### src/rtl/k2_program_loader.sv
// Writable instruction store for the K2 processor: a valid/ready byte stream fills the
// memory while the processor is held in reset, and the fetch port reads it combinationally.
module k2_program_loader #(
    parameter int ADDR_BITS = 4,
    parameter int DATA_BITS = 8
) (
    input  logic                 clk,
    input  logic                 rst_n,
    input  logic                 load_start,
    input  logic                 load_valid,
    input  logic [DATA_BITS-1:0] load_data,
    input  logic                 load_last,
    output logic                 load_ready,
    output logic                 load_done,
    output logic                 load_error,
    output logic [DATA_BITS-1:0] checksum,
    output logic                 cpu_hold,
    input  logic [ADDR_BITS-1:0] ProgramAddress,
    output logic [DATA_BITS-1:0] instruction_data
);

    localparam int DEPTH = 2 ** ADDR_BITS;

    localparam logic [1:0] S_EMPTY = 2'd0;
    localparam logic [1:0] S_LOAD  = 2'd1;
    localparam logic [1:0] S_RUN   = 2'd2;

    logic [1:0]           state;
    logic [ADDR_BITS-1:0] wr_ptr;
    logic [DATA_BITS-1:0] mem [DEPTH];
    logic                 start_load;
    logic                 beat;

    function automatic logic [DATA_BITS-1:0] wrap_add(input logic [DATA_BITS-1:0] a,
                                                      input logic [DATA_BITS-1:0] b);
        return a + b;
    endfunction

    assign cpu_hold   = (state != S_RUN);
    assign load_ready = (state == S_LOAD);
    assign beat       = load_valid && load_ready;

    // load_start is only honoured outside LOAD, so a repeated request cannot restart a load
    assign start_load = load_start && (state != S_LOAD);

    always_ff @(posedge clk) begin
        if (rst_n) begin
            state      <= S_EMPTY;
            wr_ptr     <= '0;
            checksum   <= '0;
            load_error <= 1'b0;
            load_done  <= 1'b0;
            for (int i = 0; i < DEPTH; i++) mem[i] <= '0;
        end else begin
            load_done <= 1'b0;
            if (start_load) begin
                state      <= S_LOAD;
                wr_ptr     <= '0;
                checksum   <= '0;
                load_error <= 1'b0;
                for (int i = 0; i < DEPTH; i++) mem[i] <= '0;
            end else if (beat) begin
                mem[wr_ptr] <= load_data;
                checksum    <= wrap_add(checksum, load_data);
                wr_ptr      <= wr_ptr + 1'b1;
                if (load_last) begin
                    state     <= S_RUN;
                    load_done <= 1'b1;
                end else if (&wr_ptr) begin
                    // Store filled without a last beat: drop back and flag the overflow
                    state      <= S_EMPTY;
                    load_error <= 1'b1;
                end
            end
        end
    end

    // Fetch reads the pre-edge contents when the same entry is being written
    assign instruction_data = mem[ProgramAddress];

endmodule

### config.mk
export PLATFORM = sky130hd
export DESIGN_NAME = k2_program_loader
export DESIGN_NICKNAME = d
export VERILOG_FILES = /design/src/rtl/k2_program_loader.sv
export SDC_FILE = /design/constraint.sdc
export NUM_CORES = 1
export LEC_CHECK = 0
export ABC_CLOCK_PERIOD_IN_PS = 2160
export BUFFER_PORTS_ARGS = -buffer_cell sky130_fd_sc_hd__buf_2
export CORE_UTILIZATION = 55
export CTS_CLUSTER_DIAMETER = 60
export DETAILED_ROUTE_END_ITERATION = 12
export GPL_ROUTABILITY_DRIVEN = 0
export PLACE_DENSITY = 0.86
export SETUP_SLACK_MARGIN = 0.1
export SKIP_CTS_REPAIR_TIMING = 1
export SYNTH_ARGS = -nofsm -noshare
export SYNTH_HDL_FRONTEND = slang
export SYNTH_SLANG_ARGS = --single-unit
### constraint.sdc
create_clock -name clk -period 2.16 [get_ports clk]
set_clock_uncertainty 0.2 [all_clocks]
set_input_delay 0.432 -clock clk [delete_from_list [all_inputs] [get_ports clk]]
set_output_delay 0.432 -clock clk [all_outputs]
set_load 0.01 [all_outputs]
# Word-level counts from Yosys, hierarchy flattened
# Memory sizes are Yosys's and may differ from the RTL's.
# Index checks and enable logic that the tools add are counted.
# word_totals
n_memories	1
out_inout_bits	20
word_cells	75
rom_bits	0
latchBits	0
register_bits	16
ram_bits	128
# op_classes
n_mul	0
n_eq_ne	3
n_reduce_logical	12
n_addsub	2
magnitude_cmp	0
div_mod_pow	0
shifts	0
n_mux	33
bitwise	18
# mem_list
name	words	width	read_ports	rd_ports_with_merged_regs	write_ports	line	source
mem	16	8	1	0	16	30	logic [DATA_BITS-1:0] mem [DEPTH];
# ops
operator	count
$mux W8	17
$or A1 B1 Y1	16
$mux W1	13
$add A8 B8 Y8	1
$reduce_or A8 Y1	1
$reduce_and A6 Y1	1
$add A4 B1 Y4 const B	1
$mux W2	2
$mux W4	1
$reduce_and A2 Y1	2
$reduce_and A4 Y1	1
$reduce_bool A2 Y1	2
$reduce_bool A3 Y1	1
$reduce_or A3 Y1	1
$eq A2 B1 Y1 const B	1
$logic_and A1 B1 Y1	2
$ne A2 B1 Y1 const B	1
$ne A2 B2 Y1 const B	1
$not A1 Y1	2
$reduce_or A2 Y1	1

# Logic depth before layout (Yosys ltp)
# Gate-level depths: netlist of run 1.
# depth
ltp_word	8
ltp_mapped	7
mapped_depth_nobuf	7

# Least setup slack after synthesis of run 1
# OpenSTA, ideal clock, no wires.
# synth_timing
kind	input port to output port
startpoint	in ProgramAddress[0]
endpoint	out instruction_data[0]
arrival_ns	1.705
path_buffers	2
path_stages	4
required_ns	1.528
slack_ns	-0.177
path_cell_list	buf_6 -> buf_8 -> mux4_1 -> mux4_2
# synth_between
elab_chain_cells	1
# synth_rtl
element	line	source
from (decl)	18	input logic [ADDR_BITS-1:0] ProgramAddress,
$mem_v2 Z16 W8	-	
to (decl)	19	output logic [DATA_BITS-1:0] instruction_data
# Every way passes these cells.

# Final worst setup path of run 1
# layout_timing
startpoint	mem mem[14][0]
endpoint	out instruction_data[0]
# layout_between
elab_chain_cells	1
# layout_rtl
element	line
from (decl)	30
$mem_v2 Z16 W8	-
# Every way passes these cells.

==> results.toml, run 1 <==
[worst_setup_path]
r2r_cells = 7
crit_arrival_ps = 1980
startpoint = "mem[14][0]$_SDFFCE_PN0P_"
crit_end = "instruction_data[0]"
critPathCaptureType = "primary output"
critPathKind = "reg2out"
r2r_end = "checksum[6]$_SDFFE_PP0P_"
crit_path_max_fanout = 1
start_kind = "register"
regToRegSetupSlack_ps = 140
r2r-start = "checksum[0]$_SDFFE_PP0P_"
cp.required_ps = 1530

[timing]
setup_viol = 8
finalHoldViolCount = 0
setup-tns-final_ps = -3470
layout_setup_ws_ps = -451
fin_crit_sh = 1.21
grt_setup_unrepaired = "yes"
slew_viol_final = 0
max_slew_margin = 0.696
finalCriticalPeriod_ps = 2610
tightest_slew_ps = 455
timing.fmax_mhz = 383

[status]
violations = "negative setup slack"
status = "complete, but fails checks"

[cts]
cts_root_buffer = "clkbuf_16"
cts.clk_slew.worst_paths_ps = 50
clk_latency_ps = 410
cts_tree = "yes"
cts_buffer_depth = 2
numCtsBuffers = 17
ctsHtreeMaxLevel = 4
clock_sinks = 144

[synth]
yosysTopAreaCell = "edfxtp_1"
synth.most_common_cell = "and2_1"
syn_area_sq_um = 6910
synth-edff-count = 128
ys_async_sr_fraction = 0
ys.flop_type = "edfxtp_1"
synth.top_cell.area_share = 0.556
synth-seq-cells = 144
synthCells = 475
avgSynthCellArea_sq_um = 14.6
synth_fp_nets = 504
yosys_warnings = 0
ys_types = 39
synth_area_leaders = "edfxtp_1 (56%), and2_1 (12%), mux4_1 (9.1%)"
synth.top_cells.by_count = "and2_1 (129), edfxtp_1 (128), nor2_1 (29), mux4_1 (24), clkbuf_1 (18)"
ys_seq_area_frac = 0.602

[die]
die_h_microns = 114
rows = 40
die_w_microns = 114
die_area_sq_um = 13000
core_area_sq_um = 12100
initial_utilization = 0.571
io_pins = 37

[grt]
grtUsageTotal = 0.280
antenna_found_initial = 0
grt_pass1_wl_microns = 25600
gr-total-overflow = 0
grt_max_degree = 21
grt_pass1_vias = 4401

[detailed_routing]
viasPerCell = 5.94
firstDrtPassIters = 5
vias = 4351
drc = 0
postRouteAntennaNets = 0
drt-initial-drc-count = 452
wirelength_microns = 16600
wire_per_inst_microns = 22.7

[worst_hold_path]
holdCritPathClass = "in2reg"
worstHoldStart = "rst_n"

[power_and_ir_drop]
power_mw = 6.42
vdd_drop_max_v = 0.000546
p_leak_nw = 3.19
power.density_nw_per_um2 = 787

[finish]
instances_no_fill = 733
num-nets-final = 583
diodes = 0
drive_gt1_frac = 0.281
syn_to_final_growth_pct = 18.0

[placed_design]
numPortBuffers = 36
dpl.cell_count = 702
place_hpwl_microns = 11700

[run]
max_cap_viol_count = 0
power breakdown:
group	total, mW	leakage [nW]	switching (mW)	internal (mW)
registers	3.25	1.52	0.0719	3.18
logic	0.599	1.42	0.312	0.287
clock network	2.57	0.251	1.03	1.54
layer usage:
layer / share of wire / track usage / up-vias
met1: 0.37 / 0.368 / 2153
li1: - / - / 1905
met4: 0.021 / 0.0944 / 0
met3: 0.11 / 0.0678 / 32
met5: 0 / 0 / -
met2: 0.50 / 0.460 / 261
per-stage QoR:
stage               hold slack [ps]  setup slack, ps  area [sq um]  utilization
detailed placement              284             -443          7560        0.624
floorplan                       278             -125          6890            -
finish                         78.7             -451          8160        0.674
CTS                            60.7             -467          8070        0.666
global route                   88.8             -504          8160        0.674
global placement                254             -444          7560        0.624
layout make-up:
class                   instances  area, sq um
fillers                       813         3950
multi-input cells             300         2560
well taps                     168          210
repair buffers                 86          696
clock buffers                  20          437
inverters                       5         18.8
flip-flops and latches        144         4170
clock inverters                10         72.6
how the worst min path moves through the flow:
stage	to	slack, ps	depth (start not counted)
after floorplan	state[1]$_SDFFE_PP0P_	280	2
after global placement	load_error$_SDFFE_PP0P_	250	2
after detailed placement	load_error$_SDFFE_PP0P_	280	2
after CTS	load_done$_SDFF_PP0_	60	2
after global routing	load_done$_SDFF_PP0_	90	2
final	load_done$_SDFF_PP0_	80	2
cells by family (layout without fill, tap and decap cells):
group | count (synthesis) | in the layout | synth area share
simple gates | 200 | 200 | 0.164
flops | 144 | 144 | 0.602
mux | 42 | 42 | 0.146
compound gates | 41 | 41 | 0.0346
buf+inv | 31 | 121 | 0.0235
fa+ha+maj | 12 | 12 | 0.0228
xor+xnor | 5 | 5 | 0.00634
state kept, by name, indices dropped and copies added (netlist names):
| register | flops |
|---|---|
| load_error | 1 |
| state | 2 |
| load_done | 1 |
| mem | 128 |
| wr_ptr | 4 |
| checksum | 8 |
worst max-delay path, stage by stage (launching register included):
cell and delay (ps):
edfxtp_1 420, mux4_2 480, mux4_2 520, buf_6 140
layout by cell type (no fill, tap or decap), types with 3 or more instances in the layout:
cell type,count
a21o_1,3
a21oi_1,10
and2_1,129
buf_12,6
buf_2,29
buf_4,41
buf_6,8
clkbuf_1,3
clkbuf_16,18
clkinv_1,5
clkinv_2,3
dfxtp_1,15
edfxtp_1,128
ha_1,10
inv_1,5
mux4_2,38
nand2_1,15
nand2b_1,6
nand3_1,5
nand4_1,3
nor2_1,27
nor3_1,4
o21ai_0,5
o21ai_1,8
o21ai_2,4
xnor2_1,3
Power figures use the tool's default switching activity.
==> run 2: changes to the inputs <==
Settings changed: CORE_UTILIZATION 55 to 57, CTS_BUF_LIST set to sky130_fd_sc_hd__clkbuf_2 sky130_fd_sc_hd__clkbuf_4 sky130_fd_sc_hd__clkbuf_8, PLACE_DENSITY 0.86 to 0.88.
==> results.toml, run 2 (synthesis results as in run 1) <==
[finish]
fin_area_sq_um = 8020
regMostFlops = "mem"
reg_top3 = "mem (128), checksum (8), wr_ptr (4)"
num-nets-final = 580
final_cell_mix = "and2_1 (129), edfxtp_1 (128), mux4_2 (38), buf_4 (37), buf_2 (30)"
instances_no_fill = 707
drive_gt1_frac = 0.298
final_common_cell = "and2_1"
syn_to_final_growth_pct = 15.9
diodes = 0
largest_register_ffs = 128

[cts]
cts_tree = "yes"
cts_buffer_depth = 2
clk_latency_ps = 450
clock_sinks = 144
cts_root_buffer = "clkbuf_8"
ctsHtreeMaxLevel = 4
cts.clk_slew.worst_paths_ps = 80
numCtsBuffers = 17

[status]
status = "complete, but fails checks"
violations = "design-rule violations, negative setup slack"

[grt]
grt_pass1_vias = 4439
gr-total-overflow = 0
grtUsageTotal = 0.278
grt_max_degree = 21
antenna_found_initial = 0
grt_pass1_wl_microns = 24900

[timing]
slew_viol_final = 0
setup_viol = 8
fin_crit_sh = 1.24
finalHoldViolCount = 0
timing.fmax_mhz = 374
max_slew_margin = 0.644
grt_setup_unrepaired = "yes"
finalCriticalPeriod_ps = 2670
layout_setup_ws_ps = -512
tightest_slew_ps = 535

[die]
initial_utilization = 0.595
core_area_sq_um = 11600
io_pins = 37
die_w_microns = 112
rows = 39
die_h_microns = 112
die_area_sq_um = 12600

[power_and_ir_drop]
power_frac_comb = 0.099
seqPwrFrac = 0.543
p_sw_mw = 1.37
swShare = 0.230
power_mw = 5.98
power.density_nw_per_um2 = 746
p_leak_nw = 3.13
internal-power_mw = 4.60
vdd_drop_max_v = 0.000369
p_clk_frac = 0.358

[detailed_routing]
firstDrtPassIters = 9
drt-initial-drc-count = 378
vias = 4361
wire_per_inst_microns = 23.1
wirelength_microns = 16300
drc = 3
viasPerCell = 6.17
postRouteAntennaNets = 0

[worst_setup_path]
crit_path_max_fanout = 1
critPathKind = "reg2out"
crit_arrival_ps = 2040
cp.required_ps = 1530
critPathCaptureType = "primary output"
r2r_cells = 7
start_kind = "register"

[placed_design]
place_hpwl_microns = 11400
numPortBuffers = 36
placed_area_sq_um = 7520
dpl.cell_count = 673

[worst_hold_path]
holdPathStages = 2
holdCritPathClass = "in2reg"

[run]
max_cap_viol_count = 0
==> run 2: cell count changes in the layout (fill, tap and decap cells not counted), sizes merged <==
cell / delta
buf: -3
bufinv: +2
clkbuf: -1
clkinv: -2
clkinvlp: +3
==> run 2: area by class of cell <==
| cell class | count | area, sq um |
|---|---|---|
| tap | 143 | 179 |
| timing repair buffer | 83 | 688 |
| clock buffer | 19 | 249 |
| multi-input combinational | 300 | 2570 |
| clock inverter | 13 | 145 |
| fill | 761 | 3600 |
| inverter | 5 | 18.8 |
| sequential | 144 | 4170 |
==> run 2: metal layers <==
layer,wire (microns),global-route usage,vias to the layer above
li1,-,-,1905
met3,1590,0.0848,43
met4,520,0.126,0
met1,6290,0.349,2184
met5,0,0,-
met2,7910,0.448,229
==> run 2: power by group through the flow <==
stage / Clock, mW / Sequential [mW] / Combinational, mW
after floorplan: 0 / 3.26 / 0.344
after global placement: 0 / 3.30 / 0.533
after detailed placement: 0 / 3.30 / 0.557
after CTS: 2.15 / 3.24 / 0.560
after global routing: 2.24 / 3.26 / 0.624
final: 2.14 / 3.25 / 0.589
==> run 2: worst paths after layout <==
path	startpoint	end	slack [ps]
max	mem[15][0]$_SDFFCE_PN0P_	instruction_data[0]	-510
min	rst_n	load_done$_SDFF_PP0_	40
max reg2reg	checksum[0]$_SDFFE_PP0P_	checksum[6]$_SDFFE_PP0P_	140
min reg2reg	checksum[3]$_SDFFE_PP0P_	checksum[3]$_SDFFE_PP0P_	280
==> run 2: worst max-delay path, stage by stage, from the launching register on <==
cell	delay (ps)
edfxtp_1	430
mux4_2	500
mux4_2	510
buf_2	160
==> run 2: stage by stage <==
step | worst slack (ps) | utilization | TNS (ps) | hold slack [ps]
after floorplan | -125 | - | -1320 | 278
after global placement | -412 | 0.648 | -3180 | 264
after detailed placement | -460 | 0.648 | -3530 | 267
after CTS | -507 | 0.682 | -3860 | 10.1
after global routing | -552 | 0.690 | -4070 | 24.6
final | -512 | 0.690 | -3730 | 35.1
